--- src/rtl/spi_burst_ctrl.sv ---
`default_nettype none
// ============================================================================
//  Module   : spi_burst_ctrl
//  Brief    : TX/RX byte FIFOs and chip-select burst framing for the SPI master
//  Revision : 1.0
// ============================================================================
module spi_burst_ctrl #(
    parameter int FIFO_DEPTH = 8,
    parameter int CS_SETUP   = 2,
    parameter int CS_HOLD    = 2
) (
    input  logic       P_clk,
    input  logic       reset,
    input  logic [7:0] i_WR_DATA,
    input  logic       i_WR_LAST,
    input  logic       i_WR_VALID,
    output logic       o_WR_READY,
    output logic [7:0] o_RD_DATA,
    output logic       o_RD_VALID,
    input  logic       i_RD_READY,
    output logic       o_RX_OVERFLOW,
    output logic [7:0] o_TX_DATA,
    output logic       o_TX_DV,
    input  logic       i_TX_READY,
    input  logic [7:0] i_RX_DATA,
    input  logic       i_RX_DV,
    output logic       o_CS_n,
    output logic       o_BUSY
);

    localparam int c_ADDR_W  = $clog2(FIFO_DEPTH);
    localparam int c_CNT_MAX = (CS_SETUP > CS_HOLD) ? CS_SETUP : CS_HOLD;
    localparam int c_CNT_W   = $clog2(c_CNT_MAX + 1);

    localparam logic [c_ADDR_W:0]  c_PTR_ONE    = 1;
    localparam logic [c_CNT_W-1:0] c_CNT_ONE    = 1;
    localparam logic [c_CNT_W-1:0] c_CNT_ZERO   = 0;
    localparam logic [c_CNT_W-1:0] c_SETUP_LOAD = CS_SETUP - 1;
    // HOLD runs one cycle longer than its load so CS rises CS_HOLD+1 edges after completion
    localparam logic [c_CNT_W-1:0] c_HOLD_LOAD  = CS_HOLD;

    localparam logic [2:0] c_ST_IDLE      = 3'd0;
    localparam logic [2:0] c_ST_SETUP     = 3'd1;
    localparam logic [2:0] c_ST_ISSUE     = 3'd2;
    localparam logic [2:0] c_ST_WAIT_ACK  = 3'd3;
    localparam logic [2:0] c_ST_WAIT_DONE = 3'd4;
    localparam logic [2:0] c_ST_HOLD      = 3'd5;

    // TX FIFO: {last, data}
    logic [8:0]        r_tx_mem [FIFO_DEPTH];
    logic [c_ADDR_W:0] r_tx_wptr;
    logic [c_ADDR_W:0] r_tx_rptr;
    logic              w_tx_empty;
    logic              w_tx_full;
    logic              w_tx_push;
    logic              w_tx_pop;
    logic [8:0]        w_tx_head;

    // RX FIFO
    logic [7:0]        r_rx_mem [FIFO_DEPTH];
    logic [c_ADDR_W:0] r_rx_wptr;
    logic [c_ADDR_W:0] r_rx_rptr;
    logic              w_rx_empty;
    logic              w_rx_full;
    logic              w_rx_write;
    logic              w_rx_push;
    logic              w_rx_pop;

    // FSM
    logic [2:0]         r_state;
    logic [2:0]         w_state_nxt;
    logic [c_CNT_W-1:0] r_cnt;
    logic [c_CNT_W-1:0] w_cnt_nxt;
    logic               r_cs_n;
    logic               w_cs_n_nxt;
    logic               r_tx_dv;
    logic               w_tx_dv_nxt;
    logic [7:0]         r_tx_data;
    logic [7:0]         w_tx_data_nxt;
    logic               r_last;
    logic               w_last_nxt;
    logic               r_rx_ovf;

    assign w_tx_empty = (r_tx_wptr == r_tx_rptr);
    assign w_tx_full  = (r_tx_wptr[c_ADDR_W] != r_tx_rptr[c_ADDR_W]) &&
                        (r_tx_wptr[c_ADDR_W-1:0] == r_tx_rptr[c_ADDR_W-1:0]);
    assign o_WR_READY = ~reset & ~w_tx_full;
    assign w_tx_push  = i_WR_VALID & o_WR_READY;
    assign w_tx_head  = r_tx_mem[r_tx_rptr[c_ADDR_W-1:0]];

    always_ff @(posedge P_clk) begin
        if (w_tx_push) begin
            r_tx_mem[r_tx_wptr[c_ADDR_W-1:0]] <= {i_WR_LAST, i_WR_DATA};
        end
    end

    always_ff @(posedge P_clk) begin
        if (reset) begin
            r_tx_wptr <= '0;
            r_tx_rptr <= '0;
        end else begin
            if (w_tx_push) begin
                r_tx_wptr <= r_tx_wptr + c_PTR_ONE;
            end
            if (w_tx_pop) begin
                r_tx_rptr <= r_tx_rptr + c_PTR_ONE;
            end
        end
    end

    assign w_rx_empty = (r_rx_wptr == r_rx_rptr);
    assign w_rx_full  = (r_rx_wptr[c_ADDR_W] != r_rx_rptr[c_ADDR_W]) &&
                        (r_rx_wptr[c_ADDR_W-1:0] == r_rx_rptr[c_ADDR_W-1:0]);
    // Fullness is judged before any same-cycle pop, so a full FIFO always drops
    assign w_rx_write = i_RX_DV & ~r_cs_n;
    assign w_rx_push  = w_rx_write & ~w_rx_full;
    assign w_rx_pop   = i_RD_READY & ~w_rx_empty;

    always_ff @(posedge P_clk) begin
        if (w_rx_push) begin
            r_rx_mem[r_rx_wptr[c_ADDR_W-1:0]] <= i_RX_DATA;
        end
    end

    always_ff @(posedge P_clk) begin
        if (reset) begin
            r_rx_wptr <= '0;
            r_rx_rptr <= '0;
            r_rx_ovf  <= 1'b0;
        end else begin
            r_rx_ovf <= w_rx_write & w_rx_full;
            if (w_rx_push) begin
                r_rx_wptr <= r_rx_wptr + c_PTR_ONE;
            end
            if (w_rx_pop) begin
                r_rx_rptr <= r_rx_rptr + c_PTR_ONE;
            end
        end
    end

    assign o_RD_VALID    = ~w_rx_empty;
    assign o_RD_DATA     = w_rx_empty ? 8'h00 : r_rx_mem[r_rx_rptr[c_ADDR_W-1:0]];
    assign o_RX_OVERFLOW = r_rx_ovf;

    always_ff @(posedge P_clk) begin
        if (reset) begin
            r_state   <= c_ST_IDLE;
            r_cnt     <= '0;
            r_cs_n    <= 1'b1;
            r_tx_dv   <= 1'b0;
            r_tx_data <= 8'h00;
            r_last    <= 1'b0;
        end else begin
            r_state   <= w_state_nxt;
            r_cnt     <= w_cnt_nxt;
            r_cs_n    <= w_cs_n_nxt;
            r_tx_dv   <= w_tx_dv_nxt;
            r_tx_data <= w_tx_data_nxt;
            r_last    <= w_last_nxt;
        end
    end

    always_comb begin
        w_state_nxt   = r_state;
        w_cnt_nxt     = r_cnt;
        w_cs_n_nxt    = r_cs_n;
        w_tx_dv_nxt   = 1'b0;
        w_tx_data_nxt = r_tx_data;
        w_last_nxt    = r_last;
        w_tx_pop      = 1'b0;
        case (r_state)
            c_ST_IDLE: begin
                if (!w_tx_empty && i_TX_READY) begin
                    w_cs_n_nxt  = 1'b0;
                    w_cnt_nxt   = c_SETUP_LOAD;
                    w_state_nxt = c_ST_SETUP;
                end
            end
            c_ST_SETUP: begin
                if (r_cnt == c_CNT_ZERO) begin
                    w_state_nxt = c_ST_ISSUE;
                end else begin
                    w_cnt_nxt = r_cnt - c_CNT_ONE;
                end
            end
            c_ST_ISSUE: begin
                if (i_TX_READY && !w_tx_empty) begin
                    w_tx_pop      = 1'b1;
                    w_tx_dv_nxt   = 1'b1;
                    w_tx_data_nxt = w_tx_head[7:0];
                    w_last_nxt    = w_tx_head[8];
                    w_state_nxt   = c_ST_WAIT_ACK;
                end
            end
            c_ST_WAIT_ACK: begin
                if (!i_TX_READY) begin
                    w_state_nxt = c_ST_WAIT_DONE;
                end
            end
            c_ST_WAIT_DONE: begin
                // Without a last flag an empty FIFO leaves CS low until more data arrives
                if (i_TX_READY) begin
                    if (r_last) begin
                        w_cnt_nxt   = c_HOLD_LOAD;
                        w_state_nxt = c_ST_HOLD;
                    end else if (!w_tx_empty) begin
                        w_tx_pop      = 1'b1;
                        w_tx_dv_nxt   = 1'b1;
                        w_tx_data_nxt = w_tx_head[7:0];
                        w_last_nxt    = w_tx_head[8];
                        w_state_nxt   = c_ST_WAIT_ACK;
                    end
                end
            end
            c_ST_HOLD: begin
                if (r_cnt == c_CNT_ZERO) begin
                    w_cs_n_nxt  = 1'b1;
                    w_state_nxt = c_ST_IDLE;
                end else begin
                    w_cnt_nxt = r_cnt - c_CNT_ONE;
                end
            end
            default: begin
                w_cs_n_nxt  = 1'b1;
                w_state_nxt = c_ST_IDLE;
            end
        endcase
    end

    assign o_CS_n    = r_cs_n;
    assign o_TX_DV   = r_tx_dv;
    assign o_TX_DATA = r_tx_data;
    assign o_BUSY    = (r_state != c_ST_IDLE) | ~w_tx_empty;

endmodule
`default_nettype wire

--- config.mk ---
export PLATFORM = sky130hd
export DESIGN_NAME = spi_burst_ctrl
export DESIGN_NICKNAME = d
export VERILOG_FILES = /design/src/rtl/spi_burst_ctrl.sv
export SDC_FILE = /design/constraint.sdc
export NUM_CORES = 1
export LEC_CHECK = 0
export CELL_PAD_IN_SITES_DETAIL_PLACEMENT = 0
export CELL_PAD_IN_SITES_GLOBAL_PLACEMENT = 1
export CORE_MARGIN = 2
export CORE_UTILIZATION = 25
export CTS_BUF_LIST = sky130_fd_sc_hd__clkbuf_8
export DETAILED_ROUTE_END_ITERATION = 10
export PLACE_DENSITY = 0.48
export SLEW_MARGIN = 20
export SYNTH_ARGS = -nofsm -noshare
export SYNTH_HDL_FRONTEND = slang
export SYNTH_SLANG_ARGS = --single-unit
export TNS_END_PERCENT = 5
--- constraint.sdc ---
create_clock -name P_clk -period 6.64 [get_ports P_clk]
set_input_delay 1.66 -clock P_clk [delete_from_list [all_inputs] [get_ports P_clk]]
set_output_delay 1.66 -clock P_clk [all_outputs]
set_load 0.02 [all_outputs]
==> impl_metrics.tcl <==
set metrics [dict create \
    cts.root.buffer_cell "sky130_fd_sc_hd__clkbuf_8" \
    timing.final.crit_period_ns 4.53 \
    run_status "finished, final reports clean" \
    antenna_found_initial 0 \
    syn2layout_area_growth_pct 17.3 \
    postCtsHoldBufs 0 \
    clock_insertion_delay_worst_skew_ns 0.45 \
    ios 45 \
    detail_route.drc_violations 0 \
    globalRoute.totalOverflow 0 \
    worst_ep_arrival_time_ns 2.87 \
    post_synth_instance_area_um2 7230 \
    worst_hold_path_type "reg2reg" \
    cts_max_level 4 \
    critical_path.n_buffers_inverters 2 \
    synth-edff-count 136 \
    critical_path.max_stage_delay_ns 0.63 \
    final_max_slew_viol_count 0 \
    post-synth-top-count-cell "sky130_fd_sc_hd__edfxtp_1" \
    die_x_um 174 \
    synth_cell_types 58 \
    dieArea_um2 30300 \
    finalSetupViolCount 0 \
    cap_viol_max_count 0 \
    skew_ns 0.0247 \
    numClockSinks 175 \
    via_per_inst 4.36 \
    cts_made_buffers 17 \
    path_max_fanout 2 \
    grt_first_pass_wirelength_mm 23.6 \
    grt_max_degree 39 \
    place.gp.congestion 0.732 \
    antenna_left 0 \
    grt_pass1_vias 4075 \
    power-per-cell-area_nw_per_um2 252 \
    drt_wl_total_mm 15.0 \
    number_of_cell_rows 62 \
    initial_utilization_pct 25.3 \
    synth_ff_type "sky130_fd_sc_hd__edfxtp_1" \
    max_slew.worst_pin.slew_ns 0.993 \
    half_perimeter_wire_length_after_placement_mm 9.94 \
    setup_total_negative_slack_ns 0 \
    cts_tree "built" \
    synth_top_area_cell "sky130_fd_sc_hd__edfxtp_1" \
    synth_common_cells "136 x sky130_fd_sc_hd__edfxtp_1, 39 x sky130_fd_sc_hd__dfxtp_1, 34 x sky130_fd_sc_hd__mux4_2, 29 x sky130_fd_sc_hd__nor2_1, 22 x sky130_fd_sc_hd__a21oi_1" \
    finalNetCount 517 \
    place.port_buffers 44 \
    post_cts.repair.setup_buffers 0 \
    highest_metal_layer_used_by_the_detailed_router "met4" \
    core_um2 28500 \
    m1WireLength_mm 7.20 \
    post-route-util_pct 29.7 \
    worstSetupEndpointType "output port" \
    clk_pin_slew_worst_paths_ns 0.10 \
    synth_async_reset_ratio_pct 0 \
    yosys_warnings 0 \
    syn_area_per_cell_um2 16.2 \
    dr_wl_met2_mm 7.30 \
    vdd_drop_max_uv 114 \
    fillerInstances 2908 \
    cts_buffer_depth 2 \
    ys_seq_elements 175 \
    timing.fmax_ghz 0.221 \
    yosysSeqAreaShare_pct 67.3 \
    setup.worst_path.start_class "primary input" \
    fin_crit_sh_pct 68.2 \
    synth_top_area_share_pct 56.5 \
    hold_viol 0 \
    crit_path_most_repeated_cell "sky130_fd_sc_hd__clkdlybuf4s50_1" \
    die_height_um 174 \
    drt_iter0_drc 223 \
    final_layout_size_suffix_gt1_share_pct 18.7 \
    leakagePower_nw 2.60 \
    routed_wire_length_per_instance_um 17.0 \
    cpLargestDelayFamily "buffers and inverters" \
    post_cts_resized 0 \
    standard_cell_with_the_maximum_stage_delay_on_the_critical_path "sky130_fd_sc_hd__clkdlybuf4s50_1" \
    firstDrtPassIters 6 \
    netlist_instances 447 \
    ordered_list_of_cells_on_the_worst_path "clkdlybuf4s50_1 > a41oi_1 > clkdlybuf4s50_1" \
    critical_path_required_ns 4.98 \
    total_via_count_after_detailed_routing 3860 \
    crit_type "in2out" \
    setup_repair_after_global_routing_missed_its_margin "no" \
    mappedNetlistNets 475 \
    detailroute.wirelength.met3_um 413 \
    diodes 0 \
    max_slew_margin_pct 33.6 \
    groute.usage.overall_pct 10.3 \
    synth_top_cells_by_area "sky130_fd_sc_hd__edfxtp_1 57%, sky130_fd_sc_hd__dfxtp_1 11%, sky130_fd_sc_hd__mux4_2 11%" \
]
cell usage in the layout (no fill, tap or decap), drive strengths merged, types with 3 or more instances in the layout:
master	netlist	routed
nand3	6	6
clkinv	0	4
dfxtp	39	39
nor2	29	29
a311oi	8	8
nand2	17	17
nand4	3	3
clkdlybuf4s50	0	44
clkinvlp	0	3
mux2i	20	20
or3	4	4
nor2b	4	4
xor2	9	9
xnor2	9	9
edfxtp	136	136
inv	8	16
a21oi	22	22
or2	3	3
mux4	34	34
nand2b	10	10
a41oi	3	3
buf	14	5
clkbuf	12	17
ha	5	5
mux2	4	4
o21ai	10	10
nor3	7	7
o31ai	3	3
cell families after synthesis:
| kind of cell | after synthesis | synth area share [%] |
|---|---|---|
| xor+xnor | 18 | 2.18 |
| buf+inv | 34 | 2.09 |
| fa+ha+maj | 5 | 0.866 |
| flops | 175 | 67.3 |
| simple gates | 94 | 6.73 |
| mux | 58 | 14.0 |
| compound gates | 63 | 6.82 |
path summary, 6_finish.rpt:
| check | start | endpoint | slack [ns] | cells past startpoint |
|---|---|---|---|---|
| worst max-delay path | reset | o_WR_READY | 2.11 | 3 |
| worst min-delay path | r_cnt[1]$_SDFFE_PP0P_ | r_cnt[1]$_SDFFE_PP0P_ | 0.50 | 2 |
| worst max register to register | r_tx_wptr[0]$_SDFFE_PP0P_ | r_tx_mem[1][4]$_DFFE_PP_ | 3.92 | 4 |
| worst min register to register | r_cnt[1]$_SDFFE_PP0P_ | r_cnt[1]$_SDFFE_PP0P_ | 0.50 | 2 |
where the power goes:
group	switching [mW]	leakage [nW]	internal [mW]	total (mW)
Sequential	0.0215	1.54	1.20	1.22
Combinational	0.118	0.875	0.0970	0.215
Clock	0.429	0.185	0.278	0.707
Total	0.568	2.60	1.57	2.14
area by class of cell:
type	count	area, µm²	area share, %
multi-input cells	238	2250	26.5
inverters	8	30.0	0.354
clock inverters	15	146	1.73
well taps	384	480	5.67
flip-flops and latches	175	4860	57.4
repair buffers	49	478	5.64
clock buffers	17	234	2.76
tightest hold or removal path: cells and delay by family (launching register included):
kind / cells / cell delay (ns)
flops: 1 / 0.34
compound gates: 1 / 0.07
simple gates: 1 / 0.06
through the flow:
stage                     std cells  worst slack, ns  area, µm²  power, mW  hold slack (ns)
final                           886             2.11       8480       2.14            0.501
after global routing            886             2.02       8480       2.24            0.536
after CTS                       886             2.10       8470       2.17            0.505
after detailed placement        854             2.10       8090       1.46            0.487
after global placement          854             2.08       8090       1.46            0.479
after floorplan                 447             2.51       7230       1.38            0.448
per-layer routing:
| metal | up-vias | global-route usage (%) |
|---|---|---|
| li1 | 1840 | - |
| met1 | 1956 | 13.7 |
| met2 | 56 | 16.8 |
| met3 | 8 | 2.62 |
| met4 | 0 | 2.94 |
| met5 | - | 0 |
flip-flops by register name (all words and copies together), names as in the netlist, named ones only:
register,cells
r_last,1
r_state,3
r_tx_wptr,4
o_TX_DATA,8
o_RX_OVERFLOW,1
o_TX_DV,1
o_CS_n,1
r_tx_rptr,4
r_rx_rptr,4
r_rx_mem,64
r_cnt,2
r_rx_wptr,4
r_tx_mem,72
(Power assumes the default switching activity.)
==> patch: new RTL, config.mk and constraints unchanged <==
The parameter `CS_SETUP` goes from 2 to 4.
--- a/src/rtl/spi_burst_ctrl.sv
+++ b/src/rtl/spi_burst_ctrl.sv
@@ -8,3 +8,3 @@
     parameter int FIFO_DEPTH = 8,
-    parameter int CS_SETUP   = 2,
+    parameter int CS_SETUP   = 4,
     parameter int CS_HOLD    = 2
Function: changed (a bounded check fails within 10 cycles, from zero or initial values and one cycle with reset high).
==> patch against the unedited design <==
- maximum frequency down 8.8%
- wire length is 2.6% lower
- sequential cell count rose by 1
- sequential share of layout area increased by 1.3 points
- via count is 4.3% lower
- clock power grew 1%
- final area down 1.8%
- worst setup slack got worse by 0.44 ns
- synthesized area down 2.1%
- total power fell by 1.0%
- register-to-register slack gained 0.20 ns
- highest routed layer unchanged
- sequential power about the same
==> patch: results (changes against the unedited design) <==
[hold_path]
min_to=r_cnt[2]
holdCritStartpoint=r_cnt[2]
hold_class=register to register
worstHoldPathCells=2  ; unchanged

[clock_tree]
htree_levels=4  ; unchanged
cts_root_buffer=clkbuf_8
clkTransAtPathRegs_ns=0.10  ; about the same
post_cts_buffers=0  ; unchanged
clk_latency_ns=0.47  ; +0.02 ns
cts_buffers=17  ; unchanged
postCtsResizedCells=0  ; unchanged
cts_buffer_depth=2  ; unchanged

[route]
drt_iter0_markers=235  ; +5.4%
drt-pass1-iter-count=4  ; -2
drt_wl_total_um=14640  ; -2.6%
routed-via-count=3694  ; -4.3%
routed_via_density=4.275  ; -1.9%

[cells_and_area]
nets=502  ; -2.9%
largest_register_ffs=72  ; unchanged
antennaDiodeCount=0  ; unchanged
drive_gt1_share_pct=17.90  ; -0.82 points

[place]
dp_cells=832  ; -2.6%
dp_hpwl_um=9232  ; -7.1%
port_buffers=44  ; unchanged
gp_congestion=0.6871  ; -6.1%
pre_cts_slack_ns=1.647  ; -0.4508 ns

[logic_synthesis]
ys_seq_area_share_pct=69.02  ; +1.7 points
synth_edf_count=136  ; unchanged
netlist.top_cell.by_area=edfxtp_1
synth_area_leaders=edfxtp_1, dfxtp_1, mux4_2
synthTopCellsByCount=edfxtp_1, nor2_1, dfxtp_1
synthCells=426  ; -4.7%
synth_cell_types=47  ; -19%
synthesis.nets=455  ; -4.2%

[setup_path]
reg2reg_from=r_tx_wptr[2]
timing.rr.end=r_tx_mem[6][2]
regToRegSetupSlack_ns=4.12  ; +0.20 ns
reg2reg_depth=4  ; unchanged
cp_max_fo=41  ; +39
cp.arrival_ns=3.31  ; +0.44 ns

[sta]
skew_ns=0.01393  ; -0.01075 ns
tightest_slew_ns=1.042  ; +0.04984 ns

[grt]
grt_max_degree=42  ; +7.7%
antenna_found_initial=0  ; unchanged
grt_pass1_wl_um=22500  ; -4.8%
grt_pass1_vias=3889  ; -4.6%
grt.total_usage_pct=10.48  ; +0.14 points

[pwr]
ir_worst_vdd_mv=0.1034  ; -9.0%
p_leak_nw=2.519  ; -3.2%

[run_status]
outcome=finished, final reports clean

==> patch: routing by layer <==
layer	vias up	wire, um	track usage [%]
met5	-	0	0
met4	0	231	3.946
met3	17	426	2.243
met2	52	7452	18.49
met1	1885	6532	12.55
li1	1740	-	-
==> patch: report_power, final <==
| group | leakage [nW] | switching, W | total [W] | internal (W) |
|---|---|---|---|---|
| combinational | 0.775 | 0.0000989 | 0.000183 | 0.0000839 |
| sequential | 1.55 | 0.0000183 | 0.00122 | 0.00120 |
| clock | 0.194 | 0.000437 | 0.000715 | 0.000278 |
==> patch: cell families after synthesis <==
kind of cell | count (synthesis) | synth area share (%)
flip-flops | 176 | 69.02
buffers and inverters | 30 | 2.157
AO/OA/AOI/OAI | 34 | 3.837
multiplexers | 56 | 13.95
AND/OR/NAND/NOR | 105 | 7.408
XOR/XNOR | 19 | 2.564
adder cells (fa/ha/maj) | 6 | 1.061
==> patch: metrics by stage <==
step                      hold slack (ns)  cell area, um^2
after global routing               0.4916             8328
after CTS                          0.4592             8328
final                              0.4532             8328
after floorplan                    0.4319             7077
after detailed placement           0.4446             7946
after global placement             0.4438             7946
==> patch: area by class of cell <==
type                            instances  area [um^2]
Fill cell                            2766        19530
Multi-Input combinational cell        220         2069
Clock buffer                           17        234.0
Tap cell                              378        473.0
Clock inverter                         15        147.6
Inverter                                7        26.28
Sequential cell                       176         4885
Timing Repair Buffer                   51        493.0
==> patch: worst max-delay path, cell delays in order <==
cell and delay, ns:
clkdlybuf4s50_1 0.39, buf_4 0.27, a41oi_2 0.32, clkdlybuf4s50_1 0.67
==> patch: worst max path at each step <==
stage	endpoint	start	slack [ns]
floorplan	o_WR_READY	reset	2.97
global placement	o_WR_READY	reset	1.64
detailed placement	o_WR_READY	reset	1.65
CTS	o_WR_READY	reset	1.64
global route	o_WR_READY	reset	1.58
finish	o_WR_READY	reset	1.67
